$ cat config.mk
export PLATFORM = sky130hd
export DESIGN_NAME = alu_seq
export DESIGN_NICKNAME = d
export VERILOG_FILES = /design/src/rtl/alu_seq.sv
export SDC_FILE = /design/constraint.sdc
export NUM_CORES = 1
export LEC_CHECK = 0
export CAP_MARGIN = 20
export CORE_MARGIN = 3
export CORE_UTILIZATION = 57
export CTS_BUF_LIST = sky130_fd_sc_hd__clkbuf_4 sky130_fd_sc_hd__clkbuf_8
export CTS_CLUSTER_DIAMETER = 60
export DETAILED_ROUTE_END_ITERATION = 7
export PLACE_DENSITY = 0.88
export SYNTH_ARGS = -nofsm -noshare
export SYNTH_HDL_FRONTEND = slang
export SYNTH_SLANG_ARGS = --single-unit
$ cat constraint.sdc
create_clock -name clk -period 3.5 [get_ports clk]
set_input_delay 0.7 -clock clk [delete_from_list [all_inputs] [get_ports clk]]
set_output_delay 0.7 -clock clk [all_outputs]
set_load 0.01 [all_outputs]
$ cat src/rtl/alu_seq.sv
// Registered execute-stage ALU. Single-cycle ops complete on the accept edge.
// MUL runs an iterative shift-add over WIDTH cycles, and in_ready stays low while it runs.
module alu_seq #(
    parameter int unsigned WIDTH = 16,
    parameter int unsigned SHW   = 4
) (
    input  logic             clk,
    input  logic             reset_b,
    input  logic             in_valid,
    output logic             in_ready,
    input  logic [3:0]       op,
    input  logic [WIDTH-1:0] operand1,
    input  logic [WIDTH-1:0] operand2,
    input  logic             flags_we,
    input  logic [2:0]       flags_wdata,
    output logic             out_valid,
    output logic [WIDTH-1:0] result,
    output logic [2:0]       flags_out,
    output logic             illegal_op
);

    localparam logic [3:0] OpAdd = 4'h0;
    localparam logic [3:0] OpAdc = 4'h1;
    localparam logic [3:0] OpSub = 4'h2;
    localparam logic [3:0] OpAnd = 4'h3;
    localparam logic [3:0] OpNot = 4'h4;
    localparam logic [3:0] OpPsa = 4'h5;
    localparam logic [3:0] OpPsb = 4'h6;
    localparam logic [3:0] OpOr  = 4'h7;
    localparam logic [3:0] OpXor = 4'h8;
    localparam logic [3:0] OpShl = 4'h9;
    localparam logic [3:0] OpShr = 4'hA;
    localparam logic [3:0] OpMul = 4'hB;

    typedef enum logic [0:0] {StIdle, StMul} state_e;

    state_e             state_q;
    logic [WIDTH-1:0]   result_q;
    logic [2:0]         flags_q;
    logic               out_valid_q;
    logic               illegal_q;
    logic [2*WIDTH-1:0] mul_a_q;
    logic [WIDTH-1:0]   mul_b_q;
    logic [2*WIDTH-1:0] mul_acc_q;
    logic [SHW-1:0]     mul_cnt_q;

    logic               accept;
    logic [WIDTH-1:0]   alu_r;
    logic               alu_c;
    logic               alu_illegal;
    logic [WIDTH:0]     shl_ext;
    logic [WIDTH:0]     shr_ext;
    logic [SHW-1:0]     shamt;
    logic [2*WIDTH-1:0] mul_next;

    assign in_ready   = (state_q == StIdle);
    assign accept     = in_valid & in_ready;
    assign out_valid  = out_valid_q;
    assign result     = result_q;
    assign flags_out  = flags_q;
    assign illegal_op = illegal_q;

    assign shamt = operand2[SHW-1:0];

    always_comb begin
        alu_r       = result_q;
        alu_c       = flags_q[0];
        alu_illegal = 1'b0;
        // The bit at index WIDTH (SHL) or index 0 (SHR) is the last bit shifted out.
        shl_ext     = {1'b0, operand1} << shamt;
        shr_ext     = {operand1, 1'b0} >> shamt;
        case (op)
            OpAdd: {alu_c, alu_r} = {1'b0, operand1} + {1'b0, operand2};
            OpAdc: {alu_c, alu_r} = {1'b0, operand1} + {1'b0, operand2}
                                    + {{WIDTH{1'b0}}, flags_q[0]};
            OpSub: begin
                alu_r = operand1 - operand2;
                alu_c = (operand1 < operand2);
            end
            OpAnd: alu_r = operand1 & operand2;
            OpNot: alu_r = ~operand1;
            OpPsa: alu_r = operand1;
            OpPsb: alu_r = operand2;
            OpOr:  alu_r = operand1 | operand2;
            OpXor: alu_r = operand1 ^ operand2;
            OpShl: begin
                alu_r = shl_ext[WIDTH-1:0];
                if (shamt != '0) alu_c = shl_ext[WIDTH];
            end
            OpShr: begin
                alu_r = shr_ext[WIDTH:1];
                if (shamt != '0) alu_c = shr_ext[0];
            end
            OpMul: ;
            default: alu_illegal = 1'b1;
        endcase
    end

    // Accumulator value after the current shift-add step.
    assign mul_next = mul_acc_q + (mul_b_q[0] ? mul_a_q : '0);

    always_ff @(posedge clk or negedge reset_b) begin
        if (!reset_b) begin
            state_q     <= StIdle;
            result_q    <= '0;
            flags_q     <= '0;
            out_valid_q <= 1'b0;
            illegal_q   <= 1'b0;
            mul_a_q     <= '0;
            mul_b_q     <= '0;
            mul_acc_q   <= '0;
            mul_cnt_q   <= '0;
        end else begin
            out_valid_q <= 1'b0;
            illegal_q   <= 1'b0;
            // A completion on the same edge overrides this write below.
            if (flags_we) flags_q <= flags_wdata;
            case (state_q)
                StIdle: begin
                    if (accept) begin
                        if (op == OpMul) begin
                            mul_a_q   <= {{WIDTH{1'b0}}, operand1};
                            mul_b_q   <= operand2;
                            mul_acc_q <= '0;
                            mul_cnt_q <= SHW'(WIDTH - 1);
                            state_q   <= StMul;
                        end else if (alu_illegal) begin
                            out_valid_q <= 1'b1;
                            illegal_q   <= 1'b1;
                        end else begin
                            result_q    <= alu_r;
                            flags_q     <= {alu_r[WIDTH-1], (alu_r == '0), alu_c};
                            out_valid_q <= 1'b1;
                        end
                    end
                end
                StMul: begin
                    mul_acc_q <= mul_next;
                    mul_a_q   <= mul_a_q << 1;
                    mul_b_q   <= mul_b_q >> 1;
                    mul_cnt_q <= mul_cnt_q - 1'b1;
                    if (mul_cnt_q == '0) begin
                        result_q    <= mul_next[WIDTH-1:0];
                        flags_q     <= {mul_next[WIDTH-1], (mul_next[WIDTH-1:0] == '0),
                                        (mul_next[2*WIDTH-1:WIDTH] != '0)};
                        out_valid_q <= 1'b1;
                        state_q     <= StIdle;
                    end
                end
                default: state_q <= StIdle;
            endcase
        end
    end

endmodule

==> results of run 1 <==
==> routing by layer <==
layer	global-route usage [%]	GRT overflow
met1	67.6	0
met2	84.0	73
met5	15.9	0
met3	53.7	0
met4	69.1	43
==> timing repair <==
item,4_1_cts
setup endpoints to repair,16
hold buffers,0
pin swaps,37
setup buffers,12
resized for setup,87
==> kinds of logic after synthesis <==
group,Yosys count
adders and majority gates,92
buffers and inverters,170
DFF,106
AOI/OAI and AO/OA,507
and+or+nand+nor,544
xor gates and xnor gates,59
muxes,55
==> stage by stage <==
stage | TNS, ps | instances | utilization [%] | cell area (µm²) | setup WS, ps
CTS | -535 | 2159 | 79.7 | 15700 | -412
floorplan | -388 | 1533 | - | 11700 | -178
detailed placement | -9430 | 2132 | 76.4 | 15100 | -878
global placement | -6180 | 2132 | 76.4 | 15100 | -664
==> summary.txt, run 1 <==
Synthesis
  – Sequential-to-total area share from yosys stat: ~23%
  – Ys Warns: 0
  – Mapped cell area: 11600 µm²
  – Synth Area in Simple Gates: 22.0%
  – Area contributors post-synth: dfrtp_1 (23%), ha_1 (9.5%), nand2_1 (6.9%), a21oi_1 (5.4%), o21ai_0 (5.3%)
  – Register bit total from synthesis: 106
  – Syn avg cell area: roughly 7.6 µm²
  – Largest family of logic cells by synthesized area: compound AO/OA/AOI/OAI gates
  – Post-Synth XOR/XNOR Area: ~4.5%
  – Compound-cell area share of the yosys netlist: 28.4%
  – Most frequent cells after synthesis: nand2_1 (213), nor2_1 (138), a21oi_1 (126)
  – Synthesized Nets: roughly 1.7k
  – Multiplexer area fraction after synthesis: 6.13%
  – Share of the synthesized area in the top cell type: 22.9%
  – Most common cell in the synthesized netlist: nand2_1
  – Post-Synth Adder-Cell Area: between 10% and 20%
  – Async SR Flop Fraction: between 90% and 100%
  – Mapped Cells: 1533
  – Most used DFF post-synth: dfrtp_1
  – Post-synth EDFFs: 0
  – Synth area leader: dfrtp_1
  – Yosys cell types: 91

Die
  – Die W: 149 µm
  – Core Rows: 51
  – Die Height: 149 µm
  – Initial Util: 58.8%
  – # IOs: 65

Outcome
  – Status: stopped before the end
  – Exit stage: global routing (5_1_grt)
  – Err: [ERROR GRT-0232] Routing congestion too high. Check the congestion heatmap in the GUI.

CTS
  – Sink Count: 106
  – H-tree levels: 3
  – TritonCTS Buffers: 9
  – Bufs on Longest Clock Path: 2
  – CTS root buf: clkbuf_8

GRT
  – Pin count of the biggest net entering global routing: slightly below 100
  – Grt ovf: 116
  – Global Route Usage Sum: 68.0%

Placed design
  – Hpwl dp: 37000 µm
  – RD Place Congestion: 1.19
  – # port buffers: 64

Timing
  – Worst-path end type: sequential cell input
  – Worst_ep grt: flags_out[0]$_DFFE_PN0P_/D
==> run 2: changes to the inputs <==
Settings changed: CORE_UTILIZATION 57 to 40, CTS_BUF_LIST sky130_fd_sc_hd__clkbuf_4 sky130_fd_sc_hd__clkbuf_8 to not set, CTS_CLUSTER_DIAMETER 60 to not set, PLACE_DENSITY 0.88 to not set, PLACE_DENSITY_LB_ADDON set to 0.15.
Clock period 3.5 ns to 4.5 ns, I/O delays scaled along.
==> run 2 against run 1 <==
  * The run now ends clean
  * Synthesized area unchanged
  * Synthesized cell count unchanged
==> summary.txt, run 2 <==
Synthesis
  – Synthesized Nets: between 1.5k and 2k
  – Synth area leader: dfrtp_1
  – Mapped Cells: 1533
  – Register bit total from synthesis: 106
  – Ys Warns: 0
  – Post-synth EDFFs: 0
  – Share of the synthesized area in the top cell type: between 20% and 30%
  – Yosys cell types: 91
  – Most used DFF post-synth: dfrtp_1
  – Most frequent cells after synthesis: nand2_1 (213), nor2_1 (138), a21oi_1 (126)
  – Async SR Flop Fraction: 100%
  – Sequential-to-total area share from yosys stat: about 23%
  – Syn avg cell area: approximately 7.6 µm²
  – Area contributors post-synth: dfrtp_1 (23%), ha_1 (9.5%), nand2_1 (6.9%), a21oi_1 (5.4%), o21ai_0 (5.3%)
  – Mapped cell area: around 12000 µm²
  – Most common cell in the synthesized netlist: nand2_1

Routing
  – Avg Vias per Cell: 6.04
  – Final WL: between 40000 and 50000 µm
  – Met1 wire length: 21800 µm
  – DR top layer: met5
  – Met2 Wirelength: 19800 µm
  – Met3 WL post-DR: 3260 µm
  – Vias: 12.2k
  – Drt first-iter violations: 1398
  – Final ANT Viol Nets: 0
  – Drt wl/cell: between 20 and 25 µm
  – DRC viols: 0
  – Pre-antenna DRT Iters: 5

Placed design
  – Hpwl dp: ~36000 µm
  – RD Place Congestion: 1.04
  – # port buffers: 64

CTS
  – Hold_buf cts: 0
  – Worst-skew pair later-pin latency: 370 ps
  – Sink Count: between 100 and 150
  – TritonCTS Buffers: 9
  – Clock-pin slew on the worst setup and hold paths: 100 ps
  – Bufs on Longest Clock Path: 2
  – CTS root buf: clkbuf_16
  – H-tree levels: 3
  – Post-CTS Setup Bufs: 0
  – CTS tree: yes

Die
  – Die Height: 176 µm
  – Core area: 28200 µm²
  – # IOs: 65
  – Die Area: 31100 µm²
  – Initial Util: 41.2%
  – Core Rows: 61
  – Die W: about 180 µm

Timing
  – Setup violators final: 0
  – Final period utilization: 93.0%
  – Least-Margin Pin Slew: 1110 ps
  – Fin Clk Skew: about 23 ps
  – Slew Viols, Final: 0
  – Max Freq: 239 MHz
  – Final Hold Fails: 0
  – Tmin final: approximately 4200 ps
  – TNS Setup: 0 ps
  – Slew Limit Headroom: about 26%
  – RSZ-0062 raised after global routing: no

GRT
  – Initial antenna violation count: 2
  – Global Route Usage Sum: 29.5%
  – Vias in the first global route: between 10k and 15k
  – Pin count of the biggest net entering global routing: 101
  – First-pass GRT wire length: a little over 70000 µm
  – Grt ovf: 0

Critical path
  – Crit-path max cell delay: 510 ps
  – CP bufs+invs: 3
  – Peak fanout along the critical path: 4
  – Worst r2r src: mul_b_q[0]
  – CP endpoint kind: register
  – Critical R2R Capture: flags_out[0]
  – Cell breakdown of the critical path: clkdlybuf4s50_1 -> ha_1 -> inv_1 -> fa_1 -> nor2b_1 -> o2111ai_1 -> a31oi_1 -> buf_4 -> a21oi_1 -> o31ai_1 -> nor3_1 -> nor2_1 -> xor2_1 -> a22oi_1 -> nand3_1 -> o31ai_2
  – Setup Crit Path Kind: primary input to register
  – CP max stage cell: clkdlybuf4s50_1
  – Crit start category: primary input
  – CP required: 4760 ps
  – Delay-heaviest family, CP: compound AO/OA/AOI/OAI gates
  – Flop-to-flop setup slack: 330 ps
  – R2R cell count: 15
  – Arr. time, crit path: 4450 ps

Power and ir drop
  – Combinational Power Share: between 40% and 50%
  – PwrDens: 364 nW/µm²
  – Static leakage: 6.02 nW
  – Sw Ratio: 45.1%
  – Peak VDD IR: 0.406 mV
  – Clock power frac: 17.1%
  – Seq pwr share: 33.2%
  – Tot Pwr: roughly 4.9 mW
  – NetSw: 2.23 mW
  – Pint: around 2.7 mW

Outcome
  – Status: complete, no violations

Cells and area
  – # nets final: 1765
  – Commonest non-fill, non-tap cell in the layout: nand2_1
  – Biggest regs: mul_a_q (32), mul_acc_q (32)
  – Ant. Diodes: 0
  – Commonest non-fill, non-tap cells in the layout: nand2_1 (212), nor2_1 (137), buf_4 (129), a21oi_1 (126), o21ai_0 (123)
  – Area growth syn-to-layout: 17.2%
  – Layout cells sized above 1: between 10% and 20%

Hold path
  – Worst Hold Class: register to register
  – Hold Startpoint: mul_b_q[8]
  – Hold path depth: 2
  – Hold Path End: mul_b_q[7]

Flow run
  – Max-Cap Viols: 0
==> run 2: cell counts after synthesis <==
No cell type changed its count.
==> run 2: logic make-up (layout without fill, tap and decap cells) <==
logic type,after synthesis,in the layout,synth area share (%)
simple gates,544,544,22.0
compound gates,507,507,28.4
buf+inv,170,273,5.94
flops,106,106,22.9
fa+ha+maj,92,92,10.1
xor+xnor,59,59,4.52
mux,55,55,6.13
==> run 2: metrics by stage <==
step,util [%],std cells,cell area [µm²],setup slack [ps],hold slack [ps]
after floorplan,-,1533,11600,366,450
after global placement,47.1,1998,13300,57.6,463
after detailed placement,47.1,1998,13300,1.06,471
after CTS,48.2,2014,13600,250,487
after global routing,48.3,2014,13600,47.0,506
final,48.3,2014,13600,315,486
==> run 2: worst register-to-register path: cells and delay by family, from the launching register on <==
kind	cells	cell delay [ps]
adder cells (fa/ha/maj)	1	380
AND/OR/NAND/NOR	7	1490
buffers and inverters	2	460
AO/OA/AOI/OAI	4	860
flip-flops	1	540
XOR/XNOR	1	320
==> run 2: worst max path at each step <==
stage,start,end,slack (ps),cells past startpoint
2_1_floorplan,operand2[3],flags_out[2],370,15
5_1_grt,mul_b_q[0],flags_out[0],50,15
3_5_place_dp,operand1[1],flags_out[2],1,14
4_1_cts,mul_b_q[0],flags_out[0],250,15
3_3_place_gp,operand1[1],flags_out[2],60,14
6_report,operand1[0],flags_out[1],320,16
==> run 2: timing repair <==
action	in CTS	in global routing
resized for setup	0	3
endpoints found under the setup margin	0	1
endpoints found under the hold margin	0	0
==> run 2: final cells by class <==
cell class                      count  area, µm²
Timing Repair Buffer              195       1640
Inverter                           62        233
Multi-Input combinational cell   1257       8280
Sequential cell                   106       2660
Clock buffer                        9        225
Tap cell                          378        473
Clock inverter                      7       85.1
Fill cell                        2825      14600
==> run 2: power by group through the flow <==
stage | clock [mW] | sequential (mW) | combinational [mW]
global route | 0.908 | 1.69 | 2.71
detailed placement | 0 | 1.65 | 2.42
floorplan | 0 | 1.54 | 1.56
global placement | 0 | 1.65 | 2.40
finish | 0.843 | 1.64 | 2.46
CTS | 0.870 | 1.64 | 2.43
==> run 2: layer usage <==
metal	vias up	track usage, %
li1	5732	-
met4	2	7.85
met1	5829	44.1
met2	526	44.6
met5	-	0
met3	80	3.72
Power figures use the tool's default switching activity.
==> run 3: changes to the inputs <==
Clock period 4.5 ns to 3.5 ns, I/O delays scaled along.
==> run 3 against run 2 <==
  * Sequential power increased by 26%
  * Via count increased by 12%
  * The run now ends with negative setup slack left
  * Final cell count increased by 18%
  * Setup slack got worse by 620 ps
  * Cell area increased by 27%
  * Combinational power increased by 83%
  * Critical path depth increased by 1
  * Count of clock-buffer cells in the layout increased by 1
  * Global-route usage increased by 3.9 points
==> summary.txt, run 3 (synthesis results as in run 2) <==
Outcome
  – Status: complete, but fails checks
  – Violated checks: negative setup slack

GRT
  – Global Route Usage Sum: 33.4%
  – First-pass GRT wire length: around 80000 µm
  – Pin count of the biggest net entering global routing: 96
  – Vias in the first global route: approximately 13k
  – Initial antenna violation count: 3
  – Grt ovf: 0

Die
  – Core Rows: between 60 and 70
  – Initial Util: 41.2%
  – Die W: 176 µm
  – Die Area: 31100 µm²
  – Core area: 28200 µm²
  – Die Height: 176 µm
  – # IOs: 65

Routing
  – Pre-antenna DRT Iters: 5
  – Final ANT Viol Nets: 0
  – Drt first-iter violations: roughly 1.3k
  – Avg Vias per Cell: 5.72
  – Drt wl/cell: 22.0 µm
  – DRC viols: 0
  – Vias: 13.6k
  – Final WL: 52400 µm

CTS
  – Hold_buf cts: 0
  – H-tree levels: 3
  – Clock-pin slew on the worst setup and hold paths: 80 ps
  – TritonCTS Buffers: 9
  – Sink Count: roughly 110
  – Bufs on Longest Clock Path: 2
  – Worst-skew pair later-pin latency: between 300 and 400 ps
  – CTS root buf: clkbuf_16
  – CTS tree: yes

Timing
  – TNS Setup: -556 ps
  – Max Freq: 263 MHz
  – Slew Viols, Final: 0
  – Tmin final: 3810 ps
  – Slew Limit Headroom: ~43%
  – Final period utilization: 109%
  – Final Hold Fails: 0
  – Worst setup margin: -306 ps
  – Setup violators final: 3
  – Fin Clk Skew: 10.0 ps
  – RSZ-0062 raised after global routing: yes
  – Least-Margin Pin Slew: 858 ps

Critical path
  – CP endpoint kind: register
  – Arr. time, crit path: 4040 ps
  – R2R cell count: 17
  – Peak fanout along the critical path: 7
  – Cell breakdown of the critical path: buf_12 -> and2_4 -> ha_4 -> fa_2 -> a21o_1 -> a221oi_2 -> buf_4 -> o31ai_4 -> o41ai_4 -> a31o_2 -> xor2_2 -> nand2_1 -> nor4_2 -> nand4_1 -> nor4_2 -> buf_4 -> o221ai_2
  – Setup Crit Path Kind: register to register
  – Flop-to-flop setup slack: -310 ps
  – CP required: 3740 ps
  – CP max stage cell: dfrtp_2
  – Crit-path max cell delay: 430 ps
  – Crit start category: register

Cells and area
  – # fillers: 2603
  – Commonest non-fill, non-tap cells in the layout: buf_4 (486), nand2_1 (207), nor2_1 (135), o21ai_0 (112), a21oi_1 (108)
  – # nets final: 2135
  – Area growth syn-to-layout: 49.0%
  – Ant. Diodes: 0
  – Commonest non-fill, non-tap cell in the layout: buf_4
  – Biggest regs: mul_a_q (32), mul_acc_q (32)
  – Layout cells sized above 1: 35.3%

Power and ir drop
  – Tot Pwr: about 7.7 mW
  – PwrDens: 443 nW/µm²
  – NetSw: around 3.2 mW
  – Combinational Power Share: between 50% and 60%
  – Sw Ratio: 42.1%
  – Pint: 4.43 mW
  – Static leakage: 8.05 nW
  – Peak VDD IR: 0.278 mV
  – Clock power frac: 14.1%
  – Seq pwr share: 27.0%

Placed design
  – Hpwl dp: 41900 µm
  – # port buffers: 64
  – RD Place Congestion: 0.980

Flow run
  – Max-Cap Viols: 0

Hold path
  – Worst Hold Class: primary input to async pin
[run 3: changes by cell type in the layout (fill, tap and decap cells not counted), moves of 7 or more]
cell,before,now
buf_4,129,486
ha_1,88,59
ha_4,0,23
a21oi_1,126,108
clkdlybuf4s50_1,60,43
a21oi_2,0,15
inv_1,55,42
inv_2,3,14
o21ai_0,123,112
buf_6,0,10
dlymetal6s2s_1,0,9
o21ai_2,2,9
[run 3: power groups by stage]
stage / clock [mW] / combinational (mW) / sequential (mW)
after floorplan: 0 / 2.02 / 1.98
after global placement: 0 / 4.02 / 2.04
after detailed placement: 0 / 4.06 / 2.05
after CTS: 1.10 / 4.26 / 2.05
after global routing: 1.15 / 4.89 / 2.12
final: 1.08 / 4.51 / 2.07
[run 3: what timing repair did]
item,CTS,global route
buffers inserted,11,19
pin swaps,44,66
gates cloned,1,0
setup endpoints to repair,14,15
gates resized for setup,86,111
endpoints found under the hold margin,0,0
[run 3: worst max-delay path, delay by kind of cell (launching register included)]
family                     cells  cell delay, ps
xor gates and xnor gates       1             210
and+or+nand+nor                5             850
adders and majority gates      2             500
AOI/OAI and AO/OA              6            1200
buffers and inverters          3             480
DFF                            1             430
[run 3: area by class of cell]
cell class,count,area (µm²),area share (%)
Multi-Input combinational cell,1257,9100,52.7
Timing Repair Buffer,565,4500,26.1
Sequential cell,106,2660,15.4
Tap cell,378,473,2.74
Inverter,62,243,1.40
Clock buffer,10,239,1.38
Clock inverter,5,62.6,0.362
[run 3: layer usage]
| layer | up-vias | wire length, µm | track usage (%) |
|---|---|---|---|
| li1 | 6480 | - | - |
| met1 | 6490 | 23500 | 46.7 |
| met2 | 542 | 23300 | 51.8 |
| met3 | 105 | 3700 | 6.22 |
| met4 | 2 | 1840 | 11.5 |
| met5 | - | 13 | 0 |
[run 3: stage by stage]
stage	util [%]	instance area (µm²)	hold WS, ps	std cells	worst slack [ps]
2_1_floorplan	-	11700	404	1533	-178
3_3_place_gp	56.5	15900	464	2339	-726
3_5_place_dp	56.5	15900	469	2339	-794
4_1_cts	59.5	16800	437	2365	-429
5_1_grt	61.4	17300	466	2383	-486
6_report	61.4	17300	402	2383	-306
[run 3: path summary, 6_finish.rpt]
check,start,to
max,mul_b_q[0],flags_out[0]
max reg2reg,mul_b_q[0],flags_out[0]
max in group asynchronous,reset_b,mul_acc_q[20]
min in group clk,mul_b_q[4],mul_b_q[3]
min,reset_b,mul_acc_q[12]
min reg2reg,mul_b_q[4],mul_b_q[3]
